$ cat config.mk
export PLATFORM = sky130hd
export DESIGN_NAME = button_event_ctrl
export DESIGN_NICKNAME = d
export VERILOG_FILES = /design/src/rtl/btn_ctrl_pkg.sv /design/src/rtl/btn_filter.sv /design/src/rtl/button_event_ctrl.sv
export SDC_FILE = /design/constraint.sdc
export NUM_CORES = 1
export LEC_CHECK = 0
export BUFFER_PORTS_ARGS = -buffer_cell sky130_fd_sc_hd__buf_2
export CORE_ASPECT_RATIO = 1.75
export CORE_MARGIN = 2
export CORE_UTILIZATION = 56
export CTS_BUF_LIST = sky130_fd_sc_hd__clkbuf_16
export CTS_CLUSTER_DIAMETER = 30
export DETAILED_ROUTE_END_ITERATION = 10
export GPL_ROUTABILITY_DRIVEN = 0
export HOLD_SLACK_MARGIN = 0.03
export PLACE_DENSITY = 0.81
export SLEW_MARGIN = 10
export SYNTH_ARGS = -nofsm -noshare
export SYNTH_HDL_FRONTEND = slang
export SYNTH_SLANG_ARGS = --single-unit
$ cat constraint.sdc
create_clock -name clk -period 1.66 [get_ports clk]
set_input_delay 0 -clock clk [delete_from_list [all_inputs] [get_ports clk]]
set_output_delay 0 -clock clk [all_outputs]
set_load 0.01 [all_outputs]
$ cat src/rtl/btn_ctrl_pkg.sv
// Shared constants and elaboration-time helpers for the push-button front-end.
package btn_ctrl_pkg;

  localparam int DEF_NUM_BTN   = 4;
  localparam int DEF_CLK_HZ    = 100_000_000;
  localparam int DEF_SAMPLE_HZ = 5_000;
  localparam int DEF_DEPTH     = 16;

  function automatic int clog2_f(input int value);
    int result;
    int rem;
    result = 0;
    rem    = value - 1;
    while (rem > 0) begin
      result = result + 1;
      rem    = rem >> 1;
    end
    return result;
  endfunction

  // Prescaler divide ratio between the system clock and the filter sample rate.
  function automatic int div_f(input int clk_hz, input int sample_hz);
    return clk_hz / sample_hz;
  endfunction

  // Event-id width; never narrower than one bit.
  function automatic int id_w_f(input int num_btn);
    return (clog2_f(num_btn) < 1) ? 1 : clog2_f(num_btn);
  endfunction

  localparam int DEF_ID_W = id_w_f(DEF_NUM_BTN);

endpackage

$ cat src/rtl/btn_filter.sv
// One button: 2-flop synchroniser, sampled history and hysteresis level with
// a press (rising-level) strobe valid on the tick edge that raises the level.
module btn_filter
  import btn_ctrl_pkg::*;
#(
  parameter int DEPTH = DEF_DEPTH
) (
  input  logic clk,
  input  logic rst_n,
  input  logic tick,
  input  logic raw,
  output logic level,
  output logic rise
);

  logic [1:0]       sync_q;
  logic [DEPTH-1:0] hist_q;
  logic [DEPTH-1:0] hist_next;
  logic             level_next;

  always_ff @(posedge clk) begin
    if (!rst_n) begin
      sync_q <= '0;
      hist_q <= '0;
      level  <= 1'b0;
    end else begin
      sync_q <= {sync_q[0], raw};
      if (tick) begin
        hist_q <= hist_next;
        level  <= level_next;
      end
    end
  end

  // The level only moves on a unanimous history, so isolated glitches are absorbed.
  always_comb begin
    hist_next  = {sync_q[1], hist_q[DEPTH-1:1]};
    level_next = level;
    if (&hist_next) begin
      level_next = 1'b1;
    end else if (~|hist_next) begin
      level_next = 1'b0;
    end
    rise = tick & level_next & ~level;
  end

endmodule

$ cat src/rtl/button_event_ctrl.sv
// Button front-end: shared sample prescaler, per-button filters, pending press
// register and a round-robin arbiter presenting one event at a time.
module button_event_ctrl
  import btn_ctrl_pkg::*;
#(
  parameter int NUM_BTN   = DEF_NUM_BTN,
  parameter int CLK_HZ    = DEF_CLK_HZ,
  parameter int SAMPLE_HZ = DEF_SAMPLE_HZ,
  parameter int DEPTH     = DEF_DEPTH
) (
  input  logic                        clk,
  input  logic                        rst_n,
  input  logic [NUM_BTN-1:0]          btn_raw,
  output logic                        sample_tick,
  output logic [NUM_BTN-1:0]          btn_level,
  output logic                        evt_valid,
  output logic [id_w_f(NUM_BTN)-1:0]  evt_id,
  input  logic                        evt_ready
);

  localparam int DIV   = div_f(CLK_HZ, SAMPLE_HZ);
  localparam int CNT_W = clog2_f(DIV);
  localparam int ID_W  = id_w_f(NUM_BTN);

  logic [CNT_W-1:0]   cnt_q;
  logic               cnt_wrap;
  logic [NUM_BTN-1:0] rise_vec;
  logic [NUM_BTN-1:0] pending_q;
  logic [NUM_BTN-1:0] pending_next;
  logic [NUM_BTN-1:0] grant_mask;
  logic [ID_W-1:0]    rr_ptr_q;
  logic [ID_W-1:0]    cand;
  logic [ID_W-1:0]    grant;
  logic               found;
  logic               load;

  assign cnt_wrap = (cnt_q == CNT_W'(DIV - 1));

  always_ff @(posedge clk) begin
    if (!rst_n) begin
      cnt_q       <= '0;
      sample_tick <= 1'b0;
    end else begin
      cnt_q       <= cnt_wrap ? '0 : cnt_q + 1'b1;
      sample_tick <= cnt_wrap;
    end
  end

  for (genvar i = 0; i < NUM_BTN; i++) begin : g_filt
    btn_filter #(.DEPTH(DEPTH)) u_filt (
      .clk   (clk),
      .rst_n (rst_n),
      .tick  (sample_tick),
      .raw   (btn_raw[i]),
      .level (btn_level[i]),
      .rise  (rise_vec[i])
    );
  end

  // Handshake: an event transfers on a cycle where evt_valid & evt_ready; while
  // valid is high and ready low, evt_valid/evt_id stay frozen. A transfer and
  // the next load share the same edge, so back-to-back events have no bubble.
  assign load = !evt_valid || evt_ready;

  // Scan downwards so the lowest rotation distance from rr_ptr+1 wins.
  always_comb begin
    found = 1'b0;
    grant = '0;
    cand  = '0;
    for (int k = NUM_BTN; k >= 1; k--) begin
      cand = ID_W'((int'(rr_ptr_q) + k) % NUM_BTN);
      if (pending_q[cand]) begin
        found = 1'b1;
        grant = cand;
      end
    end
  end

  // A rise landing on the bit being granted wins, keeping that bit pending.
  always_comb begin
    grant_mask = '0;
    if (load && found) begin
      grant_mask = NUM_BTN'(1) << grant;
    end
    pending_next = (pending_q & ~grant_mask) | rise_vec;
  end

  always_ff @(posedge clk) begin
    if (!rst_n) begin
      pending_q <= '0;
      rr_ptr_q  <= ID_W'(NUM_BTN - 1);
      evt_valid <= 1'b0;
      evt_id    <= '0;
    end else begin
      pending_q <= pending_next;
      if (load) begin
        if (found) begin
          evt_valid <= 1'b1;
          evt_id    <= grant;
          rr_ptr_q  <= grant;
        end else begin
          evt_valid <= 1'b0;
        end
      end
    end
  end

endmodule

**After elaboration in Yosys (flattened, before gate mapping)**

Cells that the tools add are included.

- Flip-flop bits (word level): 101
- Memory bits (read-only): 0
- Output and inout port bits: 8
- Bits in writable memories: 0
- Bits in latches: 0
- Logic and storage cells: 84
- Memories: 0
- Bits of input ports: 7

- Eq/ne operators: 1
- Divide/modulo/power cells: 0
- Reduce and logical (&&, ||, !) cells: 13
- $mul: 0
- Shift-type cells: 1
- Mux-type cells: 26
- $lt $le $gt $ge: 4
- Bitwise logic cells: 16
- $add $sub $neg: 5

Operators by type and width:

| cell | count |
|---|---|
| 16-bit AND reduction | 4 |
| 16-bit OR reduction | 4 |
| 1-bit two-way mux | 17 |
| 15-bit by 1-bit adder with 15-bit output, second input constant | 1 |
| 15-bit equality test, second input constant | 1 |
| 2-bit by 3-bit less-than comparator with 1-bit output, second input constant | 4 |
| 1-bit AND | 8 |
| 1-bit binary-select mux with 2-bit select | 4 |
| 2-bit two-way mux | 4 |
| 1-bit NOT | 5 |
| 2-bit by 1-bit adder with 2-bit output, second input constant | 2 |
| 2-bit adder, second input constant | 2 |
| 4-bit AND | 1 |
| 4-bit two-way mux | 1 |
| 4-bit NOT | 1 |
| 4-bit OR | 1 |
| 1-bit by 2-bit left shift with 4-bit output, first input constant | 1 |
| 2-bit AND reduction | 1 |
| 2-bit OR reduction | 1 |
| 1-bit logical AND | 1 |
| 1-bit zero test | 1 |
| 1-bit logical OR | 1 |

**Depth between registers and ports, before layout**

- Word-level depth: 12
- Mapped depth: 6

**Hierarchy**

A second synthesis with hierarchy kept.

- Cell total of the unflattened synthesis: 390
- Area total of the unflattened synthesis: 4082.7 um2

Modules (own cells, without submodules):

| module | area an instance (um2) | cells each | instances |
|---|---|---|---|
| btn_filter | 745.7 | 67 | 4 |
| button_event_ctrl | 1099.8 | 122 | 1 |

**Worst setup path before layout**

No wires, ideal clock.

- Path type: register -> register
- Start point: reg pending_q[1]
- End point: reg pending_q[2]
- Stages on the path, launching flop included: 6
- Arrival time: 1.172 ns
- Buffers on the path: 0
- Setup slack: 0.363 ns
- Data required time: 1.535 ns
- Period minus slack after synthesis: 1.297 ns
- Cells stage by stage: dfxtp_1 or2_1 a311oi_2 nand2_1 o211ai_1 o31ai_1

- Word-level cells in the longest chain between the ends: 11

RTL lines:

| element | line | text |
|---|---|---|
| start, declared | button_event_ctrl.sv:28 | `logic [NUM_BTN-1:0] pending_q;` |
| start signal, assigned | button_event_ctrl.sv:95 | `pending_q <= pending_next;` |
| 1-bit binary-select mux with 2-bit select | button_event_ctrl.sv:72 | `if (pending_q[cand]) begin` |
| 1-bit two-way mux (not written as such) | button_event_ctrl.sv:72 |  |
| 2-bit two-way mux / 1-bit two-way mux (equally long branches) (4 in a row) | button_event_ctrl.sv:72 |  |
| 1-bit by 2-bit left shift with 4-bit output / 1-bit logical AND (equally long branches) | button_event_ctrl.sv:83, button_event_ctrl.sv:82 |  |
| 4-bit two-way mux (*) | button_event_ctrl.sv:82 | `if (load && found) begin` |
| 4-bit NOT (*) | button_event_ctrl.sv:85 | `pending_next = (pending_q & ~grant_mask) \| rise_vec;` |
| 4-bit AND (*) | button_event_ctrl.sv:85 |  |
| 4-bit OR (*) | button_event_ctrl.sv:85 |  |

Mark *: on every way between the ends. The rest lies on a longest branch, timed or not. The select of a mux whose other input is x is not followed.
A chain may end at the register's enable or synchronous reset.

**Worst setup path after layout**

- Start point: reg pending_q[1]
- End point: reg pending_q[3]

Same word-level chain as after synthesis.

==> flow_summary.ini <==
[status]
status = completed

[clocking]
cts_tree = built
path_clk_slew_ps = 70
clock_latency_ps = 340
cts-root-buf = clkbuf_16
cts_setup_buffers = 0
htree_levels = 3
cts_buffers = 9
clockBufferDepth = 2
cts_sinks = 97

[critical_path]
critPathArrivalTime_ps = 1740
required_ps = 1890
crit_path_end_kind = register
r2r.worst_path.cells = 5
r2r-start = pending_q[1]$_SDFF_PN0_
r2r-end = pending_q[3]$_SDFF_PN0_
cp-start-kind = register
regToRegSetupSlack_ps = 140
cp_max_fo = 7
worstSetupPathType = register to register

[hold_path]
whs_endpoint = g_filt[3].u_filt.sync_q[0]$_SDFF_PN0_
hold_depth = 3
hp-class = input port to register
worstHoldStart = btn_raw[3]

[sta]
setup_viol = 0
tightest_slew_ps = 383
drv_slew = 0
finClkSkew_ps = 7.57
slew-limit-headroom = 0.742
setup_slack_ps = 144
final_hold_viol_count = 0
rsz0062_at_grt = no
period_share = 0.913
period_needed_ps = 1520
fin_setup_tns_ps = 0
maxClockFrequency_mhz = 660

[final_layout]
diodes = 0
drive_above_1_share = 0.0964
layout_common_cells = dfxtp_1 (96), nor2_1 (84), mux2i_1 (56), nand4_1 (22), buf_2 (14)
fillCellCount = 540
nets = 418
syn2layout_area_growth_pct = 12.4
final_common_cell = dfxtp_1

[pwr]
power_frac_seq = 0.528
comb_power_share = 0.018
p_per_area_nw_per_um2 = 1040
p_int_mw = 3.54
swShare = 0.206
power_switching_mw = 0.916
clkPwrFrac = 0.454
peakVddDrop_mv = 0.621
finalPower_mw = 4.45
p_leak_nw = 1.49

[synth]
synthesis.nets = 403
synth_edf_count = 0
synth-async-reset-ratio = 0
yosysSeqAreaShare = 0.509
ys_warn_count = 0
synth_ff_type = dfxtp_1
syn_inst = 395
syn_avg_cell_area_um2 = 9.65
syn-cell-area_um2 = 3810
ys_ff_latch = 97
ys_types = 36

[route]
num_vias = 2853
viasPerCell = 5.74
drc_errors = 0
drt_iter0_markers = 151
first_pass_iters = 4
wl_mm = 7.18
ant_nets = 0
wire_per_inst_um = 14.4

[place]
hpwl_mm = 4.84
pre_cts_slack_ps = 164
portBuffers = 14

[die]
io_pins = 15
coreArea_um2 = 6540
initial_core_util = 0.583
die_w_um = 66.4
die_h_um = 113
die-area_um2 = 7510
num_rows = 39

[global_routing]
grt.total_usage = 0.208
grt_overflow_total = 0
grt_max_degree = 54
antenna_found_initial = 0
grt_pass1_vias = 2726
grt_pass1_wl_mm = 11.9

[flow_run]
maxCapViolations = 0
-- final cells by class --
| class | instances | area [µm²] | share of cell area |
|---|---|---|---|
| inverters | 3 | 11.3 | 0.00263 |
| multi-input cells | 274 | 1750 | 0.409 |
| clock buffers | 9 | 225 | 0.0525 |
| well taps | 82 | 103 | 0.0239 |
| flip-flops and latches | 97 | 1950 | 0.454 |
| clock inverters | 7 | 70.1 | 0.0163 |
| repair buffers | 25 | 180 | 0.0420 |
-- per-layer routing --
metal | global-route usage | routed length (µm) | vias to the layer above
met4 | 0.0993 | 143 | 0
met5 | 0 | 0 | -
met2 | 0.369 | 3900 | 42
met3 | 0.0517 | 193 | 8
met1 | 0.223 | 2940 | 1388
li1 | - | - | 1415
-- power groups by stage --
stage,Clock (mW),Combinational [mW],Sequential (mW)
4_1_cts,2.06,0.0808,2.35
2_1_floorplan,0,0.0478,2.40
3_5_place_dp,0,0.0693,2.40
5_1_grt,2.16,0.0898,2.35
6_report,2.02,0.0800,2.35
3_3_place_gp,0,0.0681,2.40
-- flip-flops by register name, indices dropped and copies added (netlist names) --
name,cells
cnt_q,15
evt_id,2
evt_valid,1
g_filt.u_filt.hist_q,60
g_filt.u_filt.level,4
g_filt.u_filt.sync_q,8
pending_q,4
rr_ptr_q,2
sample_tick,1
-- worst max-delay path by stage --
stage                                        from                             endpoint  slack [ps]
after global placement    pending_q[0]$_SDFF_PN0_              pending_q[0]$_SDFF_PN0_         200
after global routing       sample_tick$_SDFF_PN0_  g_filt[1].u_filt.level$_SDFFE_PN0P_          50
after CTS                  sample_tick$_SDFF_PN0_  g_filt[1].u_filt.level$_SDFFE_PN0P_         110
final                     pending_q[1]$_SDFF_PN0_              pending_q[3]$_SDFF_PN0_         140
after detailed placement  pending_q[0]$_SDFF_PN0_              pending_q[3]$_SDFF_PN0_         160
after floorplan           pending_q[1]$_SDFF_PN0_              pending_q[2]$_SDFF_PN0_         360
-- cells by family after synthesis --
family,Yosys count,synth area share
adder cells (fa/ha/maj),1,0.00328
flip-flops,97,0.509
multiplexers,56,0.147
AND/OR/NAND/NOR,174,0.228
AO/OA/AOI/OAI,30,0.0496
XOR/XNOR,13,0.0299
buffers and inverters,24,0.0328
-- per-stage QoR --
| step | util | instances | hold WS [ps] | instance area (µm²) |
|---|---|---|---|---|
| floorplan | - | 395 | 122 | 3810 |
| global placement | 0.600 | 475 | 205 | 3930 |
| detailed placement | 0.600 | 475 | 208 | 3930 |
| CTS | 0.655 | 497 | 386 | 4280 |
| global route | 0.656 | 497 | 418 | 4290 |
| finish | 0.656 | 497 | 397 | 4290 |
-- timing repair --
action / CTS / global route
hold endpoints to repair: 6 / 0
endpoints found under the setup margin: 0 / 3
hold buffers: 6 / 0
gates resized for setup: 0 / 1
-- synth_stat cells, types with 3 or more instances --
library cell,number,share of area
nor2_1,84,0.083
dfxtp_1,97,0.51
nand4_1,22,0.036
nand2_1,10,0.0098
mux2i_1,56,0.15
nor3_1,3,0.0039
and2_1,8,0.013
and3_1,8,0.013
clkbuf_1,8,0.0079
nor4_1,13,0.021
xor2_1,10,0.023
xnor2_1,3,0.0069
a21oi_1,13,0.017
o21ai_0,5,0.0066
buf_4,5,0.0098
nand2b_1,8,0.013
nand3_1,5,0.0066
buf_2,7,0.0092
nor4b_1,6,0.014
-- worst max-delay path, cell delays in order (launching register included) --
cell,delay [ps]
dfxtp_1,380
or2_1,240
a311oi_2,280
nand2_1,160
o211ai_1,230
o31ai_1,110
Note: power is estimated with default switching activity, not from simulation.
